### config.mk
export PLATFORM = sky130hd
export DESIGN_NAME = fetch_cycle_buffered_flat
export DESIGN_NICKNAME = d
export VERILOG_FILES = /design/src/rtl/fetch_cycle_buffered_if.sv /design/src/rtl/fetch_cycle_buffered.sv /design/src/flat_wrapper.sv
export SDC_FILE = /design/constraint.sdc
export NUM_CORES = 1
export LEC_CHECK = 0
export ABC_AREA = 1
export BUFFER_PORTS_ARGS = -buffer_cell sky130_fd_sc_hd__buf_2
export CELL_PAD_IN_SITES_DETAIL_PLACEMENT = 2
export CELL_PAD_IN_SITES_GLOBAL_PLACEMENT = 2
export CORE_ASPECT_RATIO = 0.7
export CORE_MARGIN = 2
export CORE_UTILIZATION = 31
export DETAILED_ROUTE_END_ITERATION = 6
export PLACE_DENSITY = 0.76
export SYNTH_ARGS = -nofsm -noshare
export SYNTH_HDL_FRONTEND = slang
export SYNTH_SLANG_ARGS = --single-unit
### constraint.sdc
create_clock -name clk -period 3.8 [get_ports clk]
set_input_delay 0 -clock clk [delete_from_list [all_inputs] [get_ports clk]]
set_output_delay 0 -clock clk [all_outputs]
set_load 0.01 [all_outputs]
### src/rtl/fetch_cycle_buffered_if.sv
// Instruction-memory request/response channel between the fetch stage and imem.
// The master issues req/addr; the slave answers with gnt and, later, rvalid/rdata.
interface fetch_cycle_buffered_if;
    logic        req;
    logic [31:0] addr;
    logic        gnt;
    logic        rvalid;
    logic [31:0] rdata;

    modport master (output req, output addr, input gnt, input rvalid, input rdata);
    modport slave  (input req, input addr, output gnt, output rvalid, output rdata);
endinterface

### src/rtl/fetch_cycle_buffered.sv
// RV32I instruction-fetch stage: PC owner, single-outstanding imem requests,
// a small fetch FIFO and the IF/ID register with stall/flush/redirect handling.
module fetch_cycle_buffered #(
    parameter logic [31:0] RESET_PC   = 32'h0000_0000,
    parameter int          FBUF_DEPTH = 2,
    parameter logic [31:0] NOP_INSTR  = 32'h0000_0013
) (
    input  logic                          clk,
    input  logic                          rst,
    input  logic                          PCSrcE,
    input  logic [31:0]                   PCTargetE,
    input  logic                          StallD,
    input  logic                          FlushD,
    fetch_cycle_buffered_if.master        imem,
    output logic [31:0]                   InstrD,
    output logic [31:0]                   PCD,
    output logic [31:0]                   PCPlus4D,
    output logic                          ValidD
);
    localparam int PTR_W = (FBUF_DEPTH > 1) ? $clog2(FBUF_DEPTH) : 1;
    localparam int CNT_W = $clog2(FBUF_DEPTH + 1);
    localparam logic [PTR_W-1:0] LAST_PTR  = PTR_W'(FBUF_DEPTH - 1);
    localparam logic [CNT_W-1:0] DEPTH_CNT = CNT_W'(FBUF_DEPTH);

    typedef enum logic [1:0] {IDLE, WAIT, DROP} state_t;

    state_t           state;
    state_t           state_nxt;
    logic [31:0]      pc;
    logic [31:0]      req_pc;
    logic [31:0]      buf_instr [FBUF_DEPTH];
    logic [31:0]      buf_pc    [FBUF_DEPTH];
    logic [PTR_W-1:0] rd_ptr;
    logic [PTR_W-1:0] wr_ptr;
    logic [CNT_W-1:0] count;
    logic             grant;
    logic             push;
    logic             pop;
    logic             buf_empty;

    function automatic logic [PTR_W-1:0] ptr_inc(input logic [PTR_W-1:0] p);
        return (p == LAST_PTR) ? '0 : p + 1'b1;
    endfunction

    // Issue only when nothing is in flight and the response is guaranteed a slot.
    assign imem.req  = rst && (state == IDLE) && (count < DEPTH_CNT);
    assign imem.addr = pc;
    assign grant     = imem.req && imem.gnt;
    assign buf_empty = (count == '0);
    assign push      = (state == WAIT) && imem.rvalid && !PCSrcE;
    assign pop       = !PCSrcE && !FlushD && !StallD && !buf_empty;

    always_comb begin
        state_nxt = state;
        case (state)
            IDLE: if (grant) state_nxt = PCSrcE ? DROP : WAIT;
            WAIT: begin
                if (imem.rvalid)  state_nxt = IDLE;
                else if (PCSrcE)  state_nxt = DROP;
            end
            DROP: if (imem.rvalid) state_nxt = IDLE;
            default: state_nxt = IDLE;
        endcase
    end

    always_ff @(posedge clk) begin
        if (!rst) begin
            state  <= IDLE;
            pc     <= RESET_PC;
            count  <= '0;
            rd_ptr <= '0;
            wr_ptr <= '0;
        end else begin
            state <= state_nxt;
            if (PCSrcE)     pc <= PCTargetE & ~32'd3;
            else if (grant) pc <= pc + 32'd4;

            if (PCSrcE) begin
                count  <= '0;
                rd_ptr <= '0;
                wr_ptr <= '0;
            end else begin
                if (push) wr_ptr <= ptr_inc(wr_ptr);
                if (pop)  rd_ptr <= ptr_inc(rd_ptr);
                case ({push, pop})
                    2'b10:   count <= count + 1'b1;
                    2'b01:   count <= count - 1'b1;
                    default: count <= count;
                endcase
            end
        end
    end

    always_ff @(posedge clk) begin
        if (grant) req_pc <= pc;
        if (push) begin
            buf_instr[wr_ptr] <= imem.rdata;
            buf_pc[wr_ptr]    <= req_pc;
        end
    end

    // IF/ID register: redirect/flush bubble beats stall, stall beats pop.
    always_ff @(posedge clk) begin
        if (!rst) begin
            ValidD   <= 1'b0;
            InstrD   <= NOP_INSTR;
            PCD      <= 32'd0;
            PCPlus4D <= 32'd0;
        end else if (PCSrcE || FlushD) begin
            ValidD <= 1'b0;
            InstrD <= NOP_INSTR;
        end else if (StallD) begin
            ValidD <= ValidD;
        end else if (!buf_empty) begin
            ValidD   <= 1'b1;
            InstrD   <= buf_instr[rd_ptr];
            PCD      <= buf_pc[rd_ptr];
            PCPlus4D <= buf_pc[rd_ptr] + 32'd4;
        end else begin
            ValidD <= 1'b0;
            InstrD <= NOP_INSTR;
        end
    end
endmodule

### src/flat_wrapper.sv
// flat-port wrapper written by rule: the top's interface ports become plain ports
module fetch_cycle_buffered_flat 
#(
    parameter logic [31:0] RESET_PC   = 32'h0000_0000,
    parameter int          FBUF_DEPTH = 2,
    parameter logic [31:0] NOP_INSTR  = 32'h0000_0013
)
  (clk, rst, PCSrcE, PCTargetE, StallD, FlushD, InstrD, PCD, PCPlus4D, ValidD, imem_req, imem_addr, imem_gnt, imem_rvalid, imem_rdata);
  fetch_cycle_buffered_if imem_i ();
  input  logic clk;
  input  logic rst;
  input  logic PCSrcE;
  input  logic [31:0] PCTargetE;
  input  logic StallD;
  input  logic FlushD;
  output logic [31:0] InstrD;
  output logic [31:0] PCD;
  output logic [31:0] PCPlus4D;
  output logic ValidD;
  output wire logic [$bits(imem_i.req)-1:0] imem_req;
  output wire logic [$bits(imem_i.addr)-1:0] imem_addr;
  input wire logic [$bits(imem_i.gnt)-1:0] imem_gnt;
  input wire logic [$bits(imem_i.rvalid)-1:0] imem_rvalid;
  input wire logic [$bits(imem_i.rdata)-1:0] imem_rdata;
  assign imem_req = imem_i.req;
  assign imem_addr = imem_i.addr;
  assign imem_i.gnt = imem_gnt;
  assign imem_i.rvalid = imem_rvalid;
  assign imem_i.rdata = imem_rdata;
  fetch_cycle_buffered #(.RESET_PC(RESET_PC), .FBUF_DEPTH(FBUF_DEPTH), .NOP_INSTR(NOP_INSTR)) u_core (.clk(clk), .rst(rst), .PCSrcE(PCSrcE), .PCTargetE(PCTargetE), .StallD(StallD), .FlushD(FlushD), .imem(imem_i), .InstrD(InstrD), .PCD(PCD), .PCPlus4D(PCPlus4D), .ValidD(ValidD));
endmodule
## Yosys cells after proc, flatten, opt, wreduce, memory -nomap -nowiden

Memory sizes are Yosys's and may differ from the RTL's. A register that Yosys moved wholly into a read port is not among the register bits.
Index checks and enable logic that the tools add are counted.

- $add $sub $neg: 6
- Order comparisons: 1
- Equality and inequality tests: 7
- Muxes and demuxes: 19
- Bitwise logic cells: 4
- Reduce and logical (&&, ||, !) cells: 21

Operators with widths:

| cell | number |
|---|---|
| $mux 32 | 3 |
| $add 32x3->32 const B | 2 |
| $mux 2 | 5 |
| $mux 1 | 9 |
| $logic_and 1x1->1 | 8 |
| $pmux 2 s3 | 1 |
| $reduce_and 3->1 | 2 |
| $eq 2x1->1 const B | 2 |
| $eq 2x2->1 const B | 2 |
| $logic_not 1->1 | 4 |
| $logic_not 2->1 | 2 |
| $not 1->1 | 4 |
| $pmux 2 s2 | 1 |
| $reduce_bool 2->1 | 2 |
| $reduce_or 2->1 | 2 |
| $ne 3x3->1 const B | 1 |
| $add 1x1->1 const B | 2 |
| $add 2x1->2 const B | 1 |
| $lt 2x2->1 const B | 1 |
| $ne 2x1->1 const B | 1 |
| $ne 2x2->1 const B | 1 |
| $sub 2x1->2 const B | 1 |
| $logic_or 1x1->1 | 1 |

- Register bits after elaboration: 167
- Memory bits (writable): 128
- Bits of input ports: 71
- Output and inout port bits: 130
- Logic and storage cells: 71
- Memories kept: 2

Memory list:

| name | depth | bits a word | rd ports | clocked after memory_dff | wr ports | RTL line | source |
|---|---|---|---|---|---|---|---|
| u_core.buf_instr | 2 | 32 | 1 | 1 | 1 | fetch_cycle_buffered.sv:31 | `logic [31:0] buf_instr [FBUF_DEPTH];` |
| u_core.buf_pc | 2 | 32 | 1 | 1 | 1 | fetch_cycle_buffered.sv:32 | `logic [31:0] buf_pc [FBUF_DEPTH];` |

## Depth between registers and ports, before layout

Gate-level depths: netlist of run 1.

- Word-level depth: 6
- Mapped depth: 15
- Gate-level depth less buffers: 14

## Worst setup path before layout of run 1

OpenSTA, ideal clock, no wires.

- Path kind: register -> register
- From: register u_core.state[0]
- To: memory u_core.buf_instr[0][0] (enable)
- Setup time: 0.482 ns
- Arrival: 3.255 ns
- Data required time: 3.318 ns
- Path slack: 0.062 ns
- Stages on the path, launching flop included: 5
- Buffers on the path: 0
- Clock period less this slack: 3.738 ns
- Cell sequence: dfxtp_1 -> inv_1 -> nor2_1 -> nand3_1 -> nor2_1

- Cells in the longest elaborated chain, start to end: 5

RTL lines:

| element | RTL line | source |
|---|---|---|
| from (decl) | fetch_cycle_buffered.sv:27 | `state_t state;` |
| from (signal assigned) | fetch_cycle_buffered.sv:74 | `state <= state_nxt;` |
| $eq 2x1->1 | fetch_cycle_buffered.sv:50 | `assign push = (state == WAIT) && imem.rvalid && !PCSrcE;` |
| $logic_and 1x1->1 (2 in a row) | fetch_cycle_buffered.sv:50 |  |
| $mux 1 | fetch_cycle_buffered.sv:96 | `if (push) begin` |
| $mux 1 (not written as such) | fetch_cycle_buffered.sv:97 | `buf_instr[wr_ptr] <= imem.rdata;` |
| to (decl) | fetch_cycle_buffered.sv:31 |  |

Every way passes these cells.

## Worst setup path in the final report of run 1

- From: register u_core.state[1]
- To: register u_core.pc[5] (netlist: u_core.imem.addr[5])

- Cells in the longest elaborated chain, start to end: 5

RTL lines:

| element | RTL line | source |
|---|---|---|
| $logic_not 2->1 | fetch_cycle_buffered.sv:46 | `assign imem.req = rst && (state == IDLE) && (count < DEPTH_CNT);` |
| $logic_and 1x1->1 (2 in a row) | fetch_cycle_buffered.sv:46 |  |
| $logic_and 1x1->1 | fetch_cycle_buffered.sv:48 | `assign grant = imem.req && imem.gnt;` |
| named net u_core.grant | fetch_cycle_buffered.sv:36 | `logic grant;` |
| $reduce_bool 2->1 (no source line) | -- |  |
| to (signal assigned) | fetch_cycle_buffered.sv:75 | `if (PCSrcE) pc <= PCTargetE & ~32'd3;` |
| to (signal assigned) | fetch_cycle_buffered.sv:76 | `else if (grant) pc <= pc + 32'd4;` |
| to (decl) | fetch_cycle_buffered.sv:29 | `logic [31:0] pc;` |

The timed path passes the listed nets, and every way through them passes these cells.
A chain may end at the register's enable or synchronous reset.

==> results.cfg, run 1 <==
[clock_tree]
clock_latency_ps = 570
cts.sinks = 284
cts-root-buf = clkbuf_16
h-tree-depth = 1
cts_buffers = 30
ctsResizeCount = 0
cts_setup_buffers = 0
clk_path_buf_depth = 3
path_clk_slew_ps = 60
cts_tree = yes

[timing]
setup_viol = 0
slew_viol_final = 0
fmax_mhz = 359
period_minus_slack_ps = 2790
fin_setup_tns_ps = 0
hold_slack_ps = 141
hold_violations = 0
rsz0062_at_grt = no
setup_ws_ps = 1010
fin_skew_ps = 10.9
worstMarginPinSlew_ps = 1150
fin_crit_sh = 0.734
slew-limit-headroom = 0.230

[final_layout]
area_growth_pct = 27.3
nNetsFinal = 1662
drive_above_1_share = 0.187
post-route-util = 0.399
fill_cells = 4227
stdcell_count = 2139

[global_route]
met3_usage = 0.0276
grt_pass1_wl_mm = 62.7
grtUsageMet1 = 0.280
grt_antenna_before_repair = 1
overflow = 0
grt_usage = 0.200
met2_usage = 0.332
top_usage_layer = met2
grt_pass1_vias = 10800
grt_max_degree = 67

[outcome]
status = completed

[synthesis]
synth_edf_count = 154
ys.flop_type = edfxtp_1
synth.top_cell.area_share = 0.385
synth_commonest_cells = nand2_1 (418), edfxtp_1 (154), dfxtp_1 (130)
ys_types = 46
synth_most_common_cell = nand2_1
yosysTopAreaCell = edfxtp_1
seq_area_frac_synth = 0.601
async_reset_ff_frac = 0
synth.cell_area_um2 = 12000
ys_warn_count = 0
synth-seq-cells = 284
syn_area_per_cell_um2 = 9.06
synth.area.top_cells = edfxtp_1 (38%), dfxtp_1 (22%), nand2_1 (13%)
synth_cells = 1327

[floorplan]
core-area_um2 = 38400
initial_core_util = 0.313
die_area_um2 = 40400
die_w_um = 239
row_count = 60
die_h_um = 169
ioPinCount = 201

[drt]
ant_nets = 0
vias_per_cell = 4.72
drt_wl_total_mm = 40.6
drt_pass1_iterations = 4
vias = 10100
wl_per_cell_um = 19.0
remaining_drc_errors = 0
drt-initial-drc-count = 442

[job]
drv_cap = 0

[critical_path]
arrival_ps = 3300
cp_max_fo = 19
cp-startpoint = u_core.state[1]$_SDFFE_PN0P_
cp-end-kind = register
cp.required_ps = 4310
path_class = reg2reg
critPathMostFrequentCell = inv_1
worst_path_max_delay_cell = inv_1
crit_path_start_kind = register
path_cells = nor2_1 -> nand4_2 -> inv_1 -> a21oi_1 -> o21ai_0 -> o211ai_1 -> dlygate4sd3_1 -> inv_1
timing.rr.start = u_core.state[1]$_SDFFE_PN0P_
critPathMaxStageDelay_ps = 680

[hold_path]
hp-start = rst
hp-class = in2reg

[placement]
io_buffers = 192
pre_cts_slack_ps = 1420
gp_congestion = 0.831
dp_hpwl_mm = 27.2
dp_cells = 2008

[pwr]
p_leak_nw = 6.44
ir_drop_mv = 0.320
p_per_area_nw_per_um2 = 445
## area by class of cell
cell class | instances | area (um2) | share of cell area
Clock inverter | 10 | 176 | 0.0115
Timing Repair Buffer | 283 | 1840 | 0.120
Antenna cell | 1 | 2.50 | 0.000163
Inverter | 110 | 413 | 0.0270
Multi-Input combinational cell | 879 | 4120 | 0.269
Sequential cell | 284 | 7230 | 0.472
Tap cell | 527 | 659 | 0.0431
Clock buffer | 45 | 870 | 0.0568
## worst max-delay path: cells and delay by family, from the launching register on
family,cells,cell delay (ps)
and+or+nand+nor,2,550
DFF,1,350
buffers and inverters,3,1340
AOI/OAI and AO/OA,3,490
## repair_timing
item                                    CTS  global route
hold buffers                             75             0
endpoints found under the setup margin    0             0
endpoints found under the hold margin   123             0
## cell families after synthesis
group,count (synthesis),synth area share
XOR/XNOR,17,0.0124
AND/OR/NAND/NOR,673,0.236
flip-flops,284,0.601
AO/OA/AOI/OAI,179,0.0866
other,1,0.000312
multiplexers,1,0.000832
buffers and inverters,169,0.0599
adder cells (fa/ha/maj),3,0.00312
## flip-flops by register name, indices dropped and copies added, names as in the netlist, named ones only
name and count:
u_core.InstrD 32, u_core.PCD 30, u_core.PCPlus4D 30, u_core.ValidD 1, u_core.buf_instr 64, u_core.buf_pc 60, u_core.count 2, u_core.imem.addr 30
u_core.rd_ptr 1, u_core.req_pc 30, u_core.state 2, u_core.wr_ptr 1
## path summary, 6_finish.rpt
kind,to,slack [ps],cells past startpoint
worst min-delay path,u_core.PCPlus4D[7]$_SDFFE_PN0P_,140,4
worst min register to register,u_core.buf_pc[0][3]$_DFFE_PP_,450,0
worst max register to register,u_core.imem.addr[5]$_SDFFE_PN0P_,1010,8
worst max-delay path,u_core.imem.addr[5]$_SDFFE_PN0P_,1010,8
## where the power goes
group          internal (mW)  switching (mW)  total [mW]
registers               3.28          0.0625        3.34
clock network           1.91            1.25        3.16
logic                  0.133           0.181       0.313
## per-layer routing
| metal | vias up | wire [um] |
|---|---|---|
| li1 | 4869 | - |
| met4 | 0 | 679 |
| met3 | 44 | 1190 |
| met2 | 153 | 18900 |
| met5 | - | 0 |
| met1 | 5026 | 19800 |
## through the flow
| step | area [um2] | total power, mW |
|---|---|---|
| after global placement | 13500 | 3.64 |
| after CTS | 15300 | 6.90 |
| after detailed placement | 13500 | 3.66 |
| after floorplan | 12000 | 3.51 |
| after global routing | 15300 | 7.06 |
| final | 15300 | 6.82 |
## cell usage in the layout (no fill, tap or decap), drive strengths merged, types with 12 or more instances in the layout
master / n
nand2: 435
buf: 208
edfxtp: 154
nor2: 135
dfxtp: 130
inv: 110
dlygate4sd3: 75
nand3: 72
a21oi: 70
o21ai: 57
clkbuf: 45
o21a: 19
nand4: 15
a31oi: 12
No activity file was read; power rests on OpenSTA's default activity.
==> inputs of run 2 (changes only) <==
Settings changed: ABC_AREA 1 to 0, CORE_UTILIZATION 31 to 37, PLACE_DENSITY 0.76 to 0.8.
Clock period 3.8 ns to 2.83 ns, I/O delays scaled along.
==> results.cfg, run 2 <==
[synthesis]
yosysTopAreaCell = edfxtp_1
synth_edf_count = 154
syn_area_per_cell_um2 = 11.8
synth-seq-cells = 284
synth_cells = 984
seq_area_frac_synth = 0.625
ys_types = 68
ys.flop_type = edfxtp_1
synth.top_cell.area_share = 0.400
synth_most_common_cell = edfxtp_1
synth.area.top_cells = edfxtp_1 (40%), dfxtp_1 (22%), mux2i_1 (5.5%)
ys_warn_count = 0
synth_commonest_cells = edfxtp_1 (154), dfxtp_1 (130), nor2_1 (118)
async_reset_ff_frac = 0
synth.cell_area_um2 = 11600

[global_route]
grt_pass1_wl_mm = 61.0
grt_usage = 0.240
grt_antenna_before_repair = 0
grt_max_degree = 74
grt_pass1_vias = 9759
overflow = 0

[final_layout]
post-route-util = 0.473
drive_above_1_share = 0.230
area_growth_pct = 26.5
n_antenna_cell = 0
final_common_cell = buf_2
largest_register = u_core.buf_instr
fill_cells = 3223
mostFrequentLayoutCells = buf_2 (192), edfxtp_1 (154), dfxtp_1 (129)
reg_top3 = u_core.buf_instr (64), u_core.buf_pc (60), u_core.InstrD (32)
largest_reg_flops = 64
nNetsFinal = 1315

[clock_tree]
h-tree-depth = 1
clock_latency_ps = 570
cts-root-buf = clkbuf_16
cts.sinks = 284
path_clk_slew_ps = 70
clk_path_buf_depth = 3
cts_tree = yes
cts_buffers = 29
cts_setup_buffers = 0

[pwr]
p_leak_nw = 5.24
pwr-share-seq = 0.512
ir_drop_mv = 0.340
p_sw_mw = 2.00
pwr-share-comb = 0.046
power.share.clock = 0.443
internal-power_mw = 6.78
p_per_area_nw_per_um2 = 601
switching_share = 0.228
power.total_mw = 8.79

[floorplan]
die_w_um = 215
die_area_um2 = 32700
die_h_um = 152
row_count = 54
core-area_um2 = 30900
ioPinCount = 201
initial_core_util = 0.374

[job]
drv_cap = 0

[drt]
vias_per_cell = 5.38
wl_per_cell_um = 23.4
drt_wl_total_mm = 39.4
drt-initial-drc-count = 652
drt_pass1_iterations = 5
vias = 9066
ant_nets = 0
remaining_drc_errors = 0

[critical_path]
cp_max_fo = 12
crit_path_start_kind = register
cp-end-kind = register
arrival_ps = 3140
cp-startpoint = u_core.imem.addr[5]$_SDFFE_PN0P_
timing.rr.start = u_core.imem.addr[5]$_SDFFE_PN0P_
ff2ff_setup_slack_ps = 200
path_class = reg2reg
cp.required_ps = 3340

[placement]
io_buffers = 192
gp_congestion = 0.785
dp_hpwl_mm = 26.2
pre_cts_slack_ps = 520

[timing]
setup_viol = 0
slew-limit-headroom = 0.425
slew_viol_final = 0
fmax_mhz = 381
worstMarginPinSlew_ps = 861
period_minus_slack_ps = 2630
hold_violations = 0
rsz0062_at_grt = no
fin_skew_ps = 15.3
setup_ws_ps = 204
fin_crit_sh = 0.928
fin_setup_tns_ps = 0

[hold_path]
hp-start = rst
hp-class = in2reg

[outcome]
status = completed
run 2: repair_timing:
item | CTS | global route
hold buffers | 71 | 0
gates resized for setup | 0 | 0
hold endpoints to repair | 103 | 0
endpoints found under the setup margin | 0 | 0
run 2: stage by stage:
step	hold WS, ps	std cells	cell area [um2]
2_1_floorplan	98.9	989	11600
3_3_place_gp	189	1559	13000
3_5_place_dp	193	1559	13000
4_1_cts	2.91	1684	14600
5_1_grt	45.8	1684	14600
6_report	32.2	1684	14600
run 2: layer usage:
metal	global-route usage	share of wire	wire (um)
met4	0.0548	0.020	779
met1	0.339	0.47	18600
met2	0.389	0.47	18500
met3	0.0376	0.039	1550
met5	0	0	0
run 2: area by class of cell:
type	count	area [um2]	area share
clock buffers	37	766	0.0523
clock inverters	17	175	0.0120
inverters	11	41.3	0.00282
multi-input cells	630	4020	0.275
flip-flops and latches	284	7230	0.494
well taps	420	526	0.0359
repair buffers	285	1870	0.128
run 2: logic make-up (layout without fill, tap and decap cells):
kind of cell	after synthesis	in the layout	share of synthesized area
multiplexers	76	76	0.0671
buffers and inverters	75	350	0.0304
AO/OA/AOI/OAI	169	169	0.0971
adder cells (fa/ha/maj)	3	3	0.00325
AND/OR/NAND/NOR	343	343	0.152
flip-flops	284	284	0.625
other	1	6	0.000324
XOR/XNOR	33	33	0.0250
run 2: final timing paths:
path / endpoint / depth (start not counted)
worst max-delay path: u_core.imem.addr[23]$_SDFFE_PN0P_ / 7
worst min-delay path: u_core.imem.addr[13]$_SDFFE_PN0P_ / 4
worst max register to register: u_core.imem.addr[23]$_SDFFE_PN0P_ / 7
worst min register to register: u_core.PCPlus4D[4]$_SDFFE_PN0P_ / 2
run 2: worst max-delay path, cell delays in order (launching register included):
cell,delay [ps]
dfxtp_1,470
and4_1,320
nand3_1,100
buf_4,220
nor4_4,550
nor3_1,150
a211oi_1,200
dlygate4sd3_1,570
run 2: power groups by stage:
| stage | sequential [mW] | clock [mW] | combinational, mW |
|---|---|---|---|
| after floorplan | 4.56 | 0 | 0.151 |
| after global placement | 4.57 | 0 | 0.295 |
| after detailed placement | 4.58 | 0 | 0.312 |
| after CTS | 4.49 | 3.98 | 0.395 |
| after global routing | 4.50 | 4.13 | 0.433 |
| final | 4.50 | 3.89 | 0.400 |
